### src/rtl/snake_pkg.sv
// rtl/snake_pkg.sv - shared encodings, grid geometry and init values for the snake game
package snake_pkg;

    typedef enum logic [1:0] {
        ST_RUNNING = 2'b00,
        ST_DIE     = 2'b01,
        ST_INITIAL = 2'b10
    } game_state_e;

    typedef enum logic [1:0] {
        DIR_UP    = 2'b00,
        DIR_DOWN  = 2'b01,
        DIR_RIGHT = 2'b10,
        DIR_LEFT  = 2'b11
    } dir_e;

    localparam int GRID_W    = 32;
    localparam int GRID_H    = 24;
    localparam int MAX_LEN   = 63;
    localparam int NUM_SEGS  = 64;
    localparam int COORD_W   = 5;
    localparam int CELL_SIZE = 20;

    localparam logic [4:0] INIT_HEAD_X  = 5'd16;
    localparam logic [4:0] INIT_HEAD_Y  = 5'd12;
    localparam logic [4:0] INIT_APPLE_X = 5'd24;
    localparam logic [4:0] INIT_APPLE_Y = 5'd12;
    localparam logic [5:0] INIT_LEN     = 6'd3;

    // Segment 0 sits in the low bits, so the head is the last field of the concatenation.
    localparam logic [NUM_SEGS*COORD_W-1:0] INIT_SEG_X =
        {{(NUM_SEGS-3){5'd0}}, INIT_HEAD_X - 5'd2, INIT_HEAD_X - 5'd1, INIT_HEAD_X};
    localparam logic [NUM_SEGS*COORD_W-1:0] INIT_SEG_Y =
        {{(NUM_SEGS-3){5'd0}}, INIT_HEAD_Y, INIT_HEAD_Y, INIT_HEAD_Y};

    // UP/DOWN and RIGHT/LEFT differ only in bit 0.
    function automatic logic is_reverse(logic [1:0] a, logic [1:0] b);
        return (a[1] == b[1]) && (a[0] != b[0]);
    endfunction

endpackage

### src/rtl/snake_game_core_if.sv
// rtl/snake_game_core_if.sv - player controls in, renderer-facing game view out
interface snake_game_core_if;
    import snake_pkg::*;

    logic                          start;
    logic [1:0]                    dir_in;
    logic                          dir_valid;
    logic [NUM_SEGS*COORD_W-1:0]   snake_x_1dim;
    logic [NUM_SEGS*COORD_W-1:0]   snake_y_1dim;
    logic [5:0]                    snake_length;
    logic [4:0]                    apple_x;
    logic [4:0]                    apple_y;
    logic [1:0]                    game_state;

    modport master (
        output start, dir_in, dir_valid,
        input  snake_x_1dim, snake_y_1dim, snake_length, apple_x, apple_y, game_state
    );

    modport slave (
        input  start, dir_in, dir_valid,
        output snake_x_1dim, snake_y_1dim, snake_length, apple_x, apple_y, game_state
    );

endinterface

### src/rtl/apple_lfsr.sv
// rtl/apple_lfsr.sv - free-running x^10+x^7+1 LFSR folded into an on-grid apple candidate
module apple_lfsr
    import snake_pkg::*;
#(
    parameter logic [9:0] LFSR_SEED = 10'h2A5
) (
    input  logic       clk,
    input  logic       clrn,
    output logic [4:0] cand_x,
    output logic [4:0] cand_y
);

    logic [9:0] lfsr;

    always_ff @(posedge clk or negedge clrn) begin
        if (!clrn) begin
            lfsr <= LFSR_SEED;
        end else begin
            lfsr <= {lfsr[8:0], lfsr[9] ^ lfsr[6]};
        end
    end

    // Rows 24..31 fold onto 16..23 so every candidate lands on the grid.
    assign cand_x = lfsr[4:0];
    assign cand_y = (lfsr[9:5] >= 5'(GRID_H)) ? (lfsr[9:5] - 5'(GRID_W - GRID_H)) : lfsr[9:5];

endmodule

### src/rtl/snake_game_core.sv
// rtl/snake_game_core.sv - snake body, movement tick, collisions and game FSM; SNAKE_WRAP_EN wraps walls
module snake_game_core
    import snake_pkg::*;
#(
    parameter int unsigned TICK_CYCLES = 5_000_000,
    parameter logic [9:0]  LFSR_SEED   = 10'h2A5
) (
    input  logic              clk,
    input  logic              clrn,
    snake_game_core_if.slave  bus
);

    localparam int CNT_W = (TICK_CYCLES > 1) ? $clog2(TICK_CYCLES) : 1;
    localparam logic [CNT_W-1:0] TICK_LAST = CNT_W'(TICK_CYCLES - 1);

    game_state_e                  state;
    dir_e                         dir_cur;
    dir_e                         dir_pend;
    logic [NUM_SEGS-1:0][4:0]     seg_x;
    logic [NUM_SEGS-1:0][4:0]     seg_y;
    logic [5:0]                   length;
    logic [4:0]                   apple_x;
    logic [4:0]                   apple_y;
    logic [CNT_W-1:0]             tick_cnt;

    logic [4:0]                   cand_x;
    logic [4:0]                   cand_y;
    logic [4:0]                   next_x;
    logic [4:0]                   next_y;
    logic                         wall_hit;
    logic                         wall_kill;
    logic                         eat;
    logic [5:0]                   check_len;
    logic [NUM_SEGS-1:0]          body_hit;
    logic                         self_hit;

    apple_lfsr #(.LFSR_SEED(LFSR_SEED)) u_apple_lfsr (
        .clk    (clk),
        .clrn   (clrn),
        .cand_x (cand_x),
        .cand_y (cand_y)
    );

    // Next head is always computed wrapped; wall_hit says whether a wall was crossed.
    always_comb begin
        next_x   = seg_x[0];
        next_y   = seg_y[0];
        wall_hit = 1'b0;
        case (dir_pend)
            DIR_UP: begin
                wall_hit = (seg_y[0] == 5'd0);
                next_y   = wall_hit ? 5'(GRID_H - 1) : seg_y[0] - 5'd1;
            end
            DIR_DOWN: begin
                wall_hit = (seg_y[0] == 5'(GRID_H - 1));
                next_y   = wall_hit ? 5'd0 : seg_y[0] + 5'd1;
            end
            DIR_RIGHT: begin
                wall_hit = (seg_x[0] == 5'(GRID_W - 1));
                next_x   = seg_x[0] + 5'd1;
            end
            default: begin
                wall_hit = (seg_x[0] == 5'd0);
                next_x   = seg_x[0] - 5'd1;
            end
        endcase
    end

`ifdef SNAKE_WRAP_EN
    assign wall_kill = 1'b0;
`else
    assign wall_kill = wall_hit;
`endif

    assign eat = (next_x == apple_x) && (next_y == apple_y);

    // The tail only counts as an obstacle when eating, since it does not vacate then.
    assign check_len = eat ? length : length - 6'd1;

    always_comb begin
        body_hit = '0;
        for (int i = 0; i < NUM_SEGS; i++) begin
            body_hit[i] = (seg_x[i] == next_x) && (seg_y[i] == next_y) && (6'(i) < check_len);
        end
    end

    assign self_hit = |body_hit;

    always_ff @(posedge clk or negedge clrn) begin
        if (!clrn) begin
            state    <= ST_INITIAL;
            dir_cur  <= DIR_RIGHT;
            dir_pend <= DIR_RIGHT;
            seg_x    <= INIT_SEG_X;
            seg_y    <= INIT_SEG_Y;
            length   <= INIT_LEN;
            apple_x  <= INIT_APPLE_X;
            apple_y  <= INIT_APPLE_Y;
            tick_cnt <= '0;
        end else begin
            if (bus.dir_valid && !is_reverse(bus.dir_in, dir_cur)) begin
                dir_pend <= dir_e'(bus.dir_in);
            end
            case (state)
                ST_INITIAL: begin
                    if (bus.start) begin
                        state    <= ST_RUNNING;
                        tick_cnt <= '0;
                    end
                end
                ST_RUNNING: begin
                    if (tick_cnt == TICK_LAST) begin
                        tick_cnt <= '0;
                        dir_cur  <= dir_pend;
                        if (wall_kill || self_hit) begin
                            state <= ST_DIE;
                        end else begin
                            seg_x <= {seg_x[NUM_SEGS-2:0], next_x};
                            seg_y <= {seg_y[NUM_SEGS-2:0], next_y};
                            if (eat) begin
                                if (length != 6'(MAX_LEN)) begin
                                    length <= length + 6'd1;
                                end
                                apple_x <= cand_x;
                                apple_y <= cand_y;
                            end
                        end
                    end else begin
                        tick_cnt <= tick_cnt + 1'b1;
                    end
                end
                ST_DIE: begin
                    // Restart reloads everything except the LFSR, which keeps running.
                    if (bus.start) begin
                        state    <= ST_INITIAL;
                        dir_cur  <= DIR_RIGHT;
                        dir_pend <= DIR_RIGHT;
                        seg_x    <= INIT_SEG_X;
                        seg_y    <= INIT_SEG_Y;
                        length   <= INIT_LEN;
                        apple_x  <= INIT_APPLE_X;
                        apple_y  <= INIT_APPLE_Y;
                        tick_cnt <= '0;
                    end
                end
                default: begin
                    state    <= ST_INITIAL;
                    tick_cnt <= '0;
                end
            endcase
        end
    end

    assign bus.snake_x_1dim = seg_x;
    assign bus.snake_y_1dim = seg_y;
    assign bus.snake_length = length;
    assign bus.apple_x      = apple_x;
    assign bus.apple_y      = apple_y;
    assign bus.game_state   = state;

endmodule
### src/flat_wrapper.sv
// flat-port wrapper written by rule: the top's interface ports become plain ports
module snake_game_core_flat import snake_pkg::*;
#(
    parameter int unsigned TICK_CYCLES = 5_000_000,
    parameter logic [9:0]  LFSR_SEED   = 10'h2A5
)
  (clk, clrn, bus_start, bus_dir_in, bus_dir_valid, bus_snake_x_1dim, bus_snake_y_1dim, bus_snake_length, bus_apple_x, bus_apple_y, bus_game_state);
  snake_game_core_if bus_i ();
  input  logic clk;
  input  logic clrn;
  input wire logic [$bits(bus_i.start)-1:0] bus_start;
  input wire logic [$bits(bus_i.dir_in)-1:0] bus_dir_in;
  input wire logic [$bits(bus_i.dir_valid)-1:0] bus_dir_valid;
  output wire logic [$bits(bus_i.snake_x_1dim)-1:0] bus_snake_x_1dim;
  output wire logic [$bits(bus_i.snake_y_1dim)-1:0] bus_snake_y_1dim;
  output wire logic [$bits(bus_i.snake_length)-1:0] bus_snake_length;
  output wire logic [$bits(bus_i.apple_x)-1:0] bus_apple_x;
  output wire logic [$bits(bus_i.apple_y)-1:0] bus_apple_y;
  output wire logic [$bits(bus_i.game_state)-1:0] bus_game_state;
  assign bus_i.start = bus_start;
  assign bus_i.dir_in = bus_dir_in;
  assign bus_i.dir_valid = bus_dir_valid;
  assign bus_snake_x_1dim = bus_i.snake_x_1dim;
  assign bus_snake_y_1dim = bus_i.snake_y_1dim;
  assign bus_snake_length = bus_i.snake_length;
  assign bus_apple_x = bus_i.apple_x;
  assign bus_apple_y = bus_i.apple_y;
  assign bus_game_state = bus_i.game_state;
  snake_game_core #(.TICK_CYCLES(TICK_CYCLES), .LFSR_SEED(LFSR_SEED)) u_core (.clk(clk), .clrn(clrn), .bus(bus_i));
endmodule
### config.mk
export PLATFORM = sky130hd
export DESIGN_NAME = snake_game_core_flat
export DESIGN_NICKNAME = d
export VERILOG_FILES = /design/src/rtl/snake_pkg.sv /design/src/rtl/snake_game_core_if.sv /design/src/rtl/apple_lfsr.sv /design/src/rtl/snake_game_core.sv /design/src/flat_wrapper.sv
export SDC_FILE = /design/constraint.sdc
export NUM_CORES = 2
export LEC_CHECK = 0
export ABC_AREA = 1
export BUFFER_PORTS_ARGS = -buffer_cell sky130_fd_sc_hd__buf_4
export CORE_ASPECT_RATIO = 0.75
export CORE_UTILIZATION = 52
export DETAILED_ROUTE_END_ITERATION = 10
export GPL_TIMING_DRIVEN = 0
export PLACE_DENSITY = 0.78
export SLEW_MARGIN = 20
export SYNTH_ARGS = -nofsm -noshare
export SYNTH_HDL_FRONTEND = slang
export SYNTH_SLANG_ARGS = --single-unit
### constraint.sdc
create_clock -name clk -period 4 [get_ports clk]
set_input_delay 0.8 -clock clk [delete_from_list [all_inputs] [get_ports clk]]
set_output_delay 0.8 -clock clk [all_outputs]
set_load 0.02 [all_outputs]
==> metrics.md <==
| Metric | Value |
|---|---|
| CTS tree | `yes` |
| Ports | `664` |
| Crit path DAT | `5660 ps` |
| Hold buffers post-CTS | `0` |
| Slew @ Worst Pin | `1270 ps` |
| R2R Setup Slk | `-1090 ps` |
| Worst skew pair latency | `670 ps` |
| Seq/Total Area, Yosys | `0.458` |
| Pint | `0.0117 W` |
| Flop pwr share | `0.421` |
| Hpwl dp | `144000 um` |
| Final core utilization | `0.701` |
| IR Drop Worst-Case VDD | `0.000287 V` |
| Pwr Density | `330 nW/um^2` |
| CTS clock-pin slew for the worst setup and hold paths | `70 ps` |
| Gate Count Post-Synth | `4907` |
| Synth top area cells | `dfrtp_1 44%, nand2_1 17%, o21ai_1 7.8%` |
| Slew headroom | `0.153` |
| Mean Syn Cell Area | `7.75 sq um` |
| Worst hold path class | `in2async` |
| Post-synth ARST share | `1.00` |
| TritonRoute pass-1 iters | `10` |
| Final setup viols | `658` |
| CP Capture Type | `flip-flop` |
| Crit start category | `flip-flop` |
| Initial Util | `0.528` |
| Die H | `236 um` |
| Via density | `6.24` |
| Status | `complete, but fails checks` |
| Yosys top cell area share | `0.439` |
| Max clock buf depth | `3` |
| Largest net degree at the start of global routing | `100` |
| Non-filler instance count after layout | `6765` |
| Pre-CTS setup slack | `-3120 ps` |
| WP data required | `4570 ps` |
| Clock network fraction of total power | `0.420` |
| Layout area overhead | `32.9%` |
| Root buf cell | `clkbuf_16` |
| Mapped Nets | `4926` |
| CTS buffer count | `72` |
| Worst-path fanout max | `10` |
| Core area | `72100 sq um` |
| Synth unique cells | `56` |
| Yosys reg bits | `695` |
| Logic pwr share | `0.159` |
| Max cap viols | `0` |
| Dpl cells | `6535` |
| Placer Congestion | `1.13` |
| Worst hold margin | `77.8 ps` |
| Mapped Area | `38000 sq um` |
| DR vias | `42200` |
| Max Slew Vio Count | `0` |
| DRC viols | `0` |
| Final period util | `1.27` |
| Total wire length | `198000 um` |
| Yosys top cell by area | `dfrtp_1` |
| Most common cell after layout, fill and taps aside | `nand2_1` |
| Fmax | `197 MHz` |
| Clock Skew | `27.3 ps` |
| Starting DRT DRC Count | `7354` |
| Number of port buffers | `663` |
| Failing checks | `setup timing` |
| Final worst slack | `-1090 ps` |
| Most frequent cells in the layout | `1696 x nand2_1, 765 x buf_4, 662 x dfrtp_1, 585 x o21ai_1, 258 x nor2_1` |
| Initial antenna violation count | `7` |
| Reg2reg end | `u_core.bus.snake_x_1dim[289]$_DFFE_PN0P_` |
| Nets | `5767` |
| Clk sink count | `695` |
| FF-to-FF Start | `u_core.dir_pend[1]$_DFF_PN1_` |
| Die width | `314 um` |
| Leak | `23.2 nW` |
| GR Util All Layers | `0.513` |
| Final hold vios | `0` |
| Switching Share | `0.302` |
| Die area | `74300 sq um` |
| Global-route wire length before repair | `271000 um` |
| Gr ovfl total | `0` |
| Antenna Nets Post-Route | `0` |
| RSZ-0062 raised after global routing | `true` |
| Synthesis Warnings | `0` |
| Average routed wire per standard cell | `29.3 um` |
| Reg2Reg Depth | `26` |
| Final TNS setup | `-649340 ps` |
| Critical path class | `reg2reg` |
| H-tree depth | `3` |
| Layout cells sized above 1 | `0.253` |
| Row Count | `85` |
| Fin crit period | `5090 ps` |
| Vias in the first global route | `37300` |
| Number of flops mapped to enable cells by yosys | `0` |
| Net Sw Power | `0.00504 W` |
| Main flop type after synthesis | `dfrtp_1` |
[metal layers]
metal | vias up | global-route usage | share of wire
met5 | - | 0.0175 | 0.0020
met4 | 8 | 0.246 | 0.067
met3 | 798 | 0.287 | 0.19
met2 | 3711 | 0.668 | 0.38
met1 | 20100 | 0.677 | 0.36
li1 | 17600 | - | -
[what timing repair did]
item                                   4_1_cts  5_1_grt
endpoints found under the hold margin        0        0
resized for setup                          515      157
gates cloned                                 7       21
setup endpoints to repair                  658      658
pin swaps                                   36       62
setup buffers                               38       34
[how the worst max path moves through the flow]
stage / from / end / slack (ps)
after detailed placement: u_core.dir_pend[1]$_DFF_PN1_ / u_core.bus.snake_x_1dim[214]$_DFFE_PN0P_ / -3120
after floorplan: u_core.dir_pend[1]$_DFF_PN1_ / u_core.bus.snake_y_1dim[1]$_DFFE_PN0P_ / -30
final: u_core.dir_pend[1]$_DFF_PN1_ / u_core.bus.snake_x_1dim[289]$_DFFE_PN0P_ / -1090
after global routing: u_core.dir_pend[1]$_DFF_PN1_ / u_core.bus.snake_y_1dim[259]$_DFFE_PN0P_ / -1060
after CTS: u_core.dir_pend[1]$_DFF_PN1_ / u_core.bus.snake_x_1dim[53]$_DFFE_PN0P_ / -860
after global placement: clrn / u_core.bus.snake_x_1dim[180]$_DFFE_PN0P_ / -5880
[worst max-delay path: stages (launching register included)]
cell,delay (ps)
dfstp_2,540
buf_8,120
buf_8,120
nand2_1,80
nand2_1,120
buf_2,360
buf_2,400
buf_4,330
xor2_1,170
nand3_1,100
a21oi_2,360
o2111ai_1,290
nor4_4,390
nand2_1,110
nand2_1,90
nor2_1,50
nand3_2,90
nor2_4,50
nand3_4,110
nand2_4,90
nand2_8,120
buf_8,140
buf_16,200
buf_16,200
clkbuf_16,160
nand2_1,60
o21ai_1,110
[power groups by stage]
stage	Sequential (W)	Clock (W)	Combinational [W]
after floorplan	0.00717	0	0.00101
after global placement	0.00717	0	0.00204
after detailed placement	0.00717	0	0.00208
after CTS	0.00704	0.00693	0.00233
after global routing	0.00703	0.00721	0.00263
final	0.00704	0.00701	0.00266
[state kept, by name, summed over array words and instances, names as in the netlist]
name / cells
u_core.bus.snake_x_1dim: 320
u_core.bus.snake_y_1dim: 320
u_core.tick_cnt: 23
u_core.u_apple_lfsr.lfsr: 10
u_core.bus.snake_length: 6
u_core.bus.apple_x: 5
u_core.bus.apple_y: 5
u_core.bus.game_state: 2
u_core.dir_cur: 2
u_core.dir_pend: 2
[cell families (layout without fill, tap and decap cells)]
kind of cell | after synthesis | after routing | share of synthesized area
AND/OR/NAND/NOR | 2454 | 2455 | 0.265
adder cells (fa/ha/maj) | 13 | 13 | 0.00447
AO/OA/AOI/OAI | 855 | 855 | 0.124
XOR/XNOR | 394 | 394 | 0.0907
buffers and inverters | 496 | 1391 | 0.0581
flip-flops | 695 | 695 | 0.458
other | 0 | 5 | 0
[cells in the mapped netlist (16+ instances only)]
| master | number |
|---|---|
| a211oi_1 | 33 |
| a21oi_1 | 48 |
| buf_2 | 139 |
| buf_6 | 22 |
| clkbuf_1 | 143 |
| dfrtp_1 | 667 |
| dfstp_2 | 28 |
| inv_1 | 167 |
| nand2_1 | 1754 |
| nand2_2 | 16 |
| nand3_1 | 154 |
| nand4_1 | 67 |
| nor2_1 | 283 |
| nor3_1 | 53 |
| nor4_1 | 36 |
| o21ai_0 | 63 |
| o21ai_1 | 593 |
| o21ai_2 | 40 |
| o22ai_1 | 25 |
| or2_2 | 64 |
| xnor2_1 | 141 |
| xor2_1 | 253 |
[final cells by class]
class                   count  area [sq um]
diodes                      5          12.5
plain buffers             315          2830
clock buffers              99          2080
clock inverters            30           297
fillers                  5752         21600
inverters                 179           677
multi-input cells        3717         19500
flip-flops and latches    695         17400
well taps                 957          1200
repair buffers            768          6530
[through the flow]
step	instance area, sq um	total power (W)
after floorplan	38200	0.00818
after global placement	44400	0.00920
after detailed placement	44600	0.00925
after CTS	49200	0.0163
after global routing	50500	0.0169
final	50500	0.0167
Note: power is estimated with default switching activity, not from simulation.
